### src/rtl/top_seq_pkg.sv
// rtl/top_seq_pkg.sv - shared types and constants for the sequencer (TOP_SEQ_CHECK_EN adds the expected-result field)
package top_seq_pkg;

   localparam int DEFAULT_LATENCY = 2;

   typedef logic req_id_t;

   typedef struct packed {
      logic    valid;
      req_id_t id;
`ifdef TOP_SEQ_CHECK_EN
      logic    expected;
`endif
   } seq_tag_t;

endpackage

### src/rtl/top_seq_rr_arb.sv
// rtl/top_seq_rr_arb.sv - two-way round-robin arbiter, pointer moves only on an accepted grant
module top_seq_rr_arb (
   input  logic       clock,
   input  logic       reset,
   input  logic [1:0] req,
   input  logic       accept,
   output logic [1:0] grant
);

   // Favoured requester: 0 after reset, otherwise the one not granted last
   logic ptr_q;
   logic ptr_d;

   // One-hot grant; the pointer only breaks ties
   always_comb begin
      grant = req;
      if (req == 2'b11) begin
         grant = ptr_q ? 2'b10 : 2'b01;
      end
   end

   // After an accepted grant, favour the other requester
   always_comb begin
      ptr_d = ptr_q;
      if (accept) begin
         ptr_d = ~grant[1];
      end
   end

   // Pointer register
   always_ff @(posedge clock or posedge reset) begin
      if (reset) begin
         ptr_q <= 1'b0;
      end else begin
         ptr_q <= ptr_d;
      end
   end

endmodule

### src/rtl/top_seq_ctrl.sv
// rtl/top_seq_ctrl.sv - two-requester sequencer for a fixed-latency NAND datapath (option: TOP_SEQ_CHECK_EN)
module top_seq_ctrl
   import top_seq_pkg::*;
#(
   parameter int LATENCY = DEFAULT_LATENCY
) (
   input  logic clock,
   input  logic reset,
   input  logic req0_valid,
   input  logic req0_a,
   input  logic req0_b,
   output logic req0_ready,
   input  logic req1_valid,
   input  logic req1_a,
   input  logic req1_b,
   output logic req1_ready,
   output logic rsp0_valid,
   output logic rsp0_data,
   output logic rsp1_valid,
   output logic rsp1_data,
   output logic dp_in1,
   output logic dp_in2,
   input  logic dp_out,
   output logic busy,
   output logic err
);

   logic [1:0]             req_vec;
   logic [1:0]             grant;
   logic                   hs;
   req_id_t                hs_id;
   logic                   hs_a;
   logic                   hs_b;
   logic                   dp_in1_q;
   logic                   dp_in1_d;
   logic                   dp_in2_q;
   logic                   dp_in2_d;
   seq_tag_t               tag_in;
   seq_tag_t [LATENCY-1:0] pipe_q;
   seq_tag_t [LATENCY-1:0] pipe_d;
   seq_tag_t               rsp_tag_q;
   seq_tag_t               rsp_tag_d;
   logic                   busy_any;

   assign req_vec = {req1_valid, req0_valid};

   top_seq_rr_arb u_arb (
      .clock  (clock),
      .reset  (reset),
      .req    (req_vec),
      .accept (hs),
      .grant  (grant)
   );

   assign req0_ready = grant[0];
   assign req1_ready = grant[1];

   // Pick the granted requester's operands and build the tag that follows it down the pipe
   always_comb begin
      hs     = |grant;
      hs_id  = grant[1];
      hs_a   = grant[1] ? req1_a : req0_a;
      hs_b   = grant[1] ? req1_b : req0_b;
      tag_in = '0;
      tag_in.valid = hs;
      tag_in.id    = hs_id;
`ifdef TOP_SEQ_CHECK_EN
      tag_in.expected = ~(hs_a & hs_b);
`endif
   end

   // Datapath operands hold until the next handshake; tags shift one slot per cycle,
   // the last slot lands in the response stage which lines up with dp_out
   always_comb begin
      dp_in1_d  = hs ? hs_a : dp_in1_q;
      dp_in2_d  = hs ? hs_b : dp_in2_q;
      pipe_d[0] = tag_in;
      for (int i = 1; i < LATENCY; i++) begin
         pipe_d[i] = pipe_q[i-1];
      end
      rsp_tag_d = pipe_q[LATENCY-1];
   end

   // Operand and tag registers; reset drops every in-flight operation
   always_ff @(posedge clock or posedge reset) begin
      if (reset) begin
         dp_in1_q  <= 1'b0;
         dp_in2_q  <= 1'b0;
         pipe_q    <= '0;
         rsp_tag_q <= '0;
      end else begin
         dp_in1_q  <= dp_in1_d;
         dp_in2_q  <= dp_in2_d;
         pipe_q    <= pipe_d;
         rsp_tag_q <= rsp_tag_d;
      end
   end

   // Outputs: response routed by tag id, data taken live from the datapath
   always_comb begin
      busy_any = rsp_tag_q.valid;
      for (int i = 0; i < LATENCY; i++) begin
         busy_any = busy_any | pipe_q[i].valid;
      end
   end

   assign dp_in1     = dp_in1_q;
   assign dp_in2     = dp_in2_q;
   assign rsp0_valid = rsp_tag_q.valid & ~rsp_tag_q.id;
   assign rsp1_valid = rsp_tag_q.valid &  rsp_tag_q.id;
   assign rsp0_data  = rsp0_valid & dp_out;
   assign rsp1_data  = rsp1_valid & dp_out;
   assign busy       = busy_any;

`ifdef TOP_SEQ_CHECK_EN
   logic err_q;
   logic err_d;

   // Sticky flag, visible in the same cycle as the offending response
   always_comb begin
      err_d = err_q | (rsp_tag_q.valid & (dp_out != rsp_tag_q.expected));
   end

   // Error flag register
   always_ff @(posedge clock or posedge reset) begin
      if (reset) begin
         err_q <= 1'b0;
      end else begin
         err_q <= err_d;
      end
   end

   assign err = err_d;
`else
   assign err = 1'b0;
`endif

endmodule
### config.mk
export PLATFORM = sky130hd
export DESIGN_NAME = top_seq_ctrl
export DESIGN_NICKNAME = d
export VERILOG_FILES = /design/src/rtl/top_seq_pkg.sv /design/src/rtl/top_seq_rr_arb.sv /design/src/rtl/top_seq_ctrl.sv
export SDC_FILE = /design/constraint.sdc
export NUM_CORES = 1
export LEC_CHECK = 0
export BUFFER_PORTS_ARGS = -buffer_cell sky130_fd_sc_hd__buf_4
export CAP_MARGIN = 10
export CORE_AREA = 2 2 39 41
export CTS_CLUSTER_DIAMETER = 100
export CTS_CLUSTER_SIZE = 24
export DETAILED_ROUTE_END_ITERATION = 16
export DIE_AREA = 0 0 41 43
export SLEW_MARGIN = 20
export SYNTH_ARGS = -nofsm -noshare
export SYNTH_HDL_FRONTEND = slang
export SYNTH_HIERARCHICAL = 1
export SYNTH_SLANG_ARGS = --single-unit
### constraint.sdc
create_clock -name clock -period 2.3 [get_ports clock]
set_clock_uncertainty 0.15 [all_clocks]
set_input_delay 0.46 -clock clock [delete_from_list [all_inputs] [get_ports clock]]
set_output_delay 0.46 -clock clock [all_outputs]
set_load 0.05 [all_outputs]
; ---- After elaboration in Yosys (flattened, before gate mapping)
; Cells that the tools add are included.
; W data, S select, Z words.
[totals]
inputBits = 9
out_inout_bits = 10
word_cells = 23
reg_bits = 9
[op_classes]
n_reduce_logical = 1
bitwise = 8
mux = 4
n_eq_ne = 1
[ops]
columns = op, n
row1 = $and A1 B1 Y1, 4
row2 = $mux W2, 2
row3 = $eq A2 B2 Y1 const B, 1
row4 = $mux W1, 2
row5 = $not A1 Y1, 2
row6 = $or A1 B1 Y1, 2
row7 = $reduce_or A2 Y1, 1

; ---- Longest topological paths before layout
[logic_depth]
depth_word = 3
mapped_depth = 5
ltp_nobuf = 5

; ---- Hierarchy
; Netlist, hierarchy kept.
[by_module_without_submodules]
columns = module, seq_area_each_um2, n_inst, cells_per_inst, area_each_um2
row1 = top_seq_ctrl, 200.2, 1, 24, 291.5
row2 = top_seq_rr_arb, 25.0, 1, 7, 60.1

; ---- Worst setup path after synthesis
; Ideal clock, no wire load.
[synth_path]
path_type = in2reg
start = input port req0_valid
end = register u_arb.ptr_q
path_stages = 4
t_arrival_ns = 2.304
t_required_ns = 2.068
setup_time_ns = 0.082
n_path_buf = 0
path_slack_ns = -0.236
path_cell_list = a21boi_0 -> or2_2 -> nor2_1 -> a31oi_1
[synth_between]
elab_chain_cells = 3
word_cells_on_any_way = 4
classes_between = 1 x eq/ne / 1 x mux / 1 x bitwise / 1 x reduce/logical
[synth_rtl]
columns = element, line
row1 = start: declaration, top_seq_ctrl.sv:9  ; input logic req0_valid,
row2 = $eq A2 B2 Y1, top_seq_rr_arb.sv:17  ; if (req == 2'b11) begin
row3 = $mux W2 *, top_seq_rr_arb.sv:17
row4 = $reduce_or A2 Y1 *, top_seq_ctrl.sv:60  ; hs = |grant;
row5 = net hs, top_seq_ctrl.sv:30  ; logic hs;
row6 = end signal: assignment, top_seq_rr_arb.sv:35  ; ptr_q <= ptr_d;
row7 = end: declaration, top_seq_rr_arb.sv:11  ; logic ptr_q;
; The timed path passes the listed nets; every way through them passes the cells marked *.
; A chain may end at the register's enable or synchronous reset.

; ---- Final worst setup path
[layout_path]
start = register u_arb.ptr_q
end = output port req1_ready
[layout_between]
elab_chain_cells = 2
[layout_rtl]
columns = element, line
row1 = $mux W2, top_seq_rr_arb.sv:18  ; grant = ptr_q ? 2'b10 : 2'b01;
row2 = $mux W2, top_seq_rr_arb.sv:17
row3 = end: declaration, top_seq_ctrl.sv:16  ; output logic req1_ready,
; No other way between the ends.

==> flow_summary.ini <==
[power]
pwr_density_cell_nw_per_um2 = 842
seq_power_share_pct = 42.6
p_comb_share_pct = 30.2
switching_share_pct = 34.8
p_sw_uw = 155
vdd_ir_drop_max_uv = 271
p_clk_share_pct = 27.2
leakagePower_nw = 0.266
p_int_uw = 290

[route]
vias = 294
postRouteAntennaNets = 0
finalWirelength_um = 671
drt_pre_antenna_iters = 4
detail_route.iter0.violations = 3
wire_per_inst_um = 9.87
drt-vias-per-instance = 4.32
drc = 0

[cells_and_area]
stdcell_area_sq_um = 528
final_nets = 62
syn_to_final_growth_pct = 50.2
drive_gt1_share_pct = 42.3
diodes = 0
utilization_pct = 38.2

[logic_synthesis]
syn_area_per_cell_sq_um = 11.3
ys_ff_latch = 9
yosysUniqueCellTypes = 17
async_reset_ff_share_pct = 100
syn_area_sq_um = 352
yosys-top-cells-area = dfrtp_1, mux2i_1, nand2_1
synthFlopType = dfrtp_1
synthTopCellsByCount = dfrtp_1, nand2_1
yosysWarnings = 6
synth_top_cell_by_area = dfrtp_1
syn_nets = 40
synth_edf_count = 0
syn_inst = 31
synth_most_common_cell = dfrtp_1
ys_seq_area_share_pct = 64.1
yosys.area.top_type_share_pct = 64.1

[sta]
finalCritPeriodShare_pct = 81.8
finalHoldViolations = 0
slew_violations = 0
fin_ws_ps = 418
tns_ps = 0
post-route-min-period_ps = 1880
rsz0062_at_grt = no
setup_violations = 0
max_freq_ghz = 0.531

[global_route]
overflow = 0
grt_use_total_pct = 10.3
grt_first_pass_wirelength_mm = 1.14
grt_antenna_before_repair = 0
grt_max_degree = 9
grt_pass1_vias = 290

[worst_setup_path]
cp.arrival_ps = 1270
crit_path_max_fanout = 7
end_kind = output pin
crit_type = reg2out
cp.required_ps = 1690
startpoint_type = flip-flop

[clocking]
cts_buffer_depth = 2
cts.reportedPaths.clkPinSlew_ps = 60
htreeDepth = 1
clock_sinks = 9
root_buffer = clkbuf_4
clock_latency_ps = 260
numCtsBuffers = 3
tritoncts = built

[placed_design]
dpl_cell_area_sq_um = 492
portBuffers = 17
gp_congestion = 0.688
dp_hpwl_um = 485
dpl_worst_slack_ps = 520

[floorplanning]
ios = 19
die-area_sq_um = 1760
die_w_um = 41
num_rows = 14
initial_utilization_pct = 25.4
die_y_um = 43
core_sq_um = 1380

[flow_run]
drv_cap = 0

[run_status]
outcome = complete, no violations

[min_path]
hold_path_class = reg2reg
-- critical path: stages (launching register included) --
cell      delay, ps
dfrtp_1         410
nand2b_1        170
and2_2          240
buf_4           200
-- worst paths after layout --
path	from	to	slack (ps)	cells after the start
worst min-delay path	pipe_q[2]	rsp_tag_q[0]	200	0
worst min register to register	pipe_q[2]	rsp_tag_q[0]	200	0
min in group asynchronous	reset	u_arb/ptr_q	440	3
worst max register to register	u_arb/ptr_q	u_arb/ptr_q	730	5
worst max-delay path	u_arb/ptr_q	req1_ready	420	3
max in group asynchronous	reset	pipe_d[2]	1200	3
-- registers in the layout, summed over array words and instances (netlist names) --
name,cells
dp_in2,1
rsp_tag_q,2
pipe_q,2
dp_in1,1
u_arb/ptr_q,1
pipe_d,2
-- timing repair --
action,4_1_cts,5_1_grt
endpoints found under the setup margin,0,0
resized for setup,0,0
hold buffers,1,0
hold endpoints to repair,1,0
buffers inserted,0,0
-- area by class of cell --
type / instances / area [sq um]
fillers: 153 / 856
flip-flops and latches: 9 / 225
repair buffers: 18 / 138
multi-input cells: 19 / 111
clock buffers: 4 / 26.3
well taps: 16 / 20.0
inverters: 2 / 7.51
-- metal layers --
layer  GRT usage, %  vias up  wire length [um]
met3           3.14        2                66
met2           15.0       14               310
met4           10.0        0                 4
li1               -      139                 -
met5              0        -                 0
met1           10.7      139               290
-- stage by stage --
stage	std cells	hold slack (ps)	total power, mW
after floorplan	31	38.7	0.282
after global placement	63	161	0.324
after detailed placement	63	166	0.325
after CTS	68	202	0.450
after global routing	68	206	0.471
final	68	199	0.445
-- power groups by stage --
stage,sequential (mW),clock (mW),combinational (mW)
detailed placement,0.192,0,0.133
global placement,0.192,0,0.133
CTS,0.190,0.125,0.135
finish,0.189,0.121,0.134
global route,0.191,0.136,0.144
floorplan,0.209,0,0.0732
-- cells in the final DEF, fill, tap and decap left out, drive strengths merged --
cell type,count
nand2b,1
or3,1
inv,2
dfrtp,9
and3,1
a21boi,1
a31oi,1
clkbuf,4
dlygate4sd3,1
nand2,3
mux2i,2
or2,1
conb,1
nor2,2
nor2b,1
buf,17
o21ai,2
and2,2
-- kinds of logic (layout without fill, tap and decap cells) --
group / Yosys count / count (layout) / share of synthesized area (%)
compound gates: 4 / 4 / 6.76
buf+inv: 3 / 24 / 4.27
flops: 9 / 9 / 64.1
mux: 2 / 2 / 5.69
other cells: 1 / 1 / 1.07
simple gates: 12 / 12 / 18.2
No activity file was read; power rests on OpenSTA's default activity.
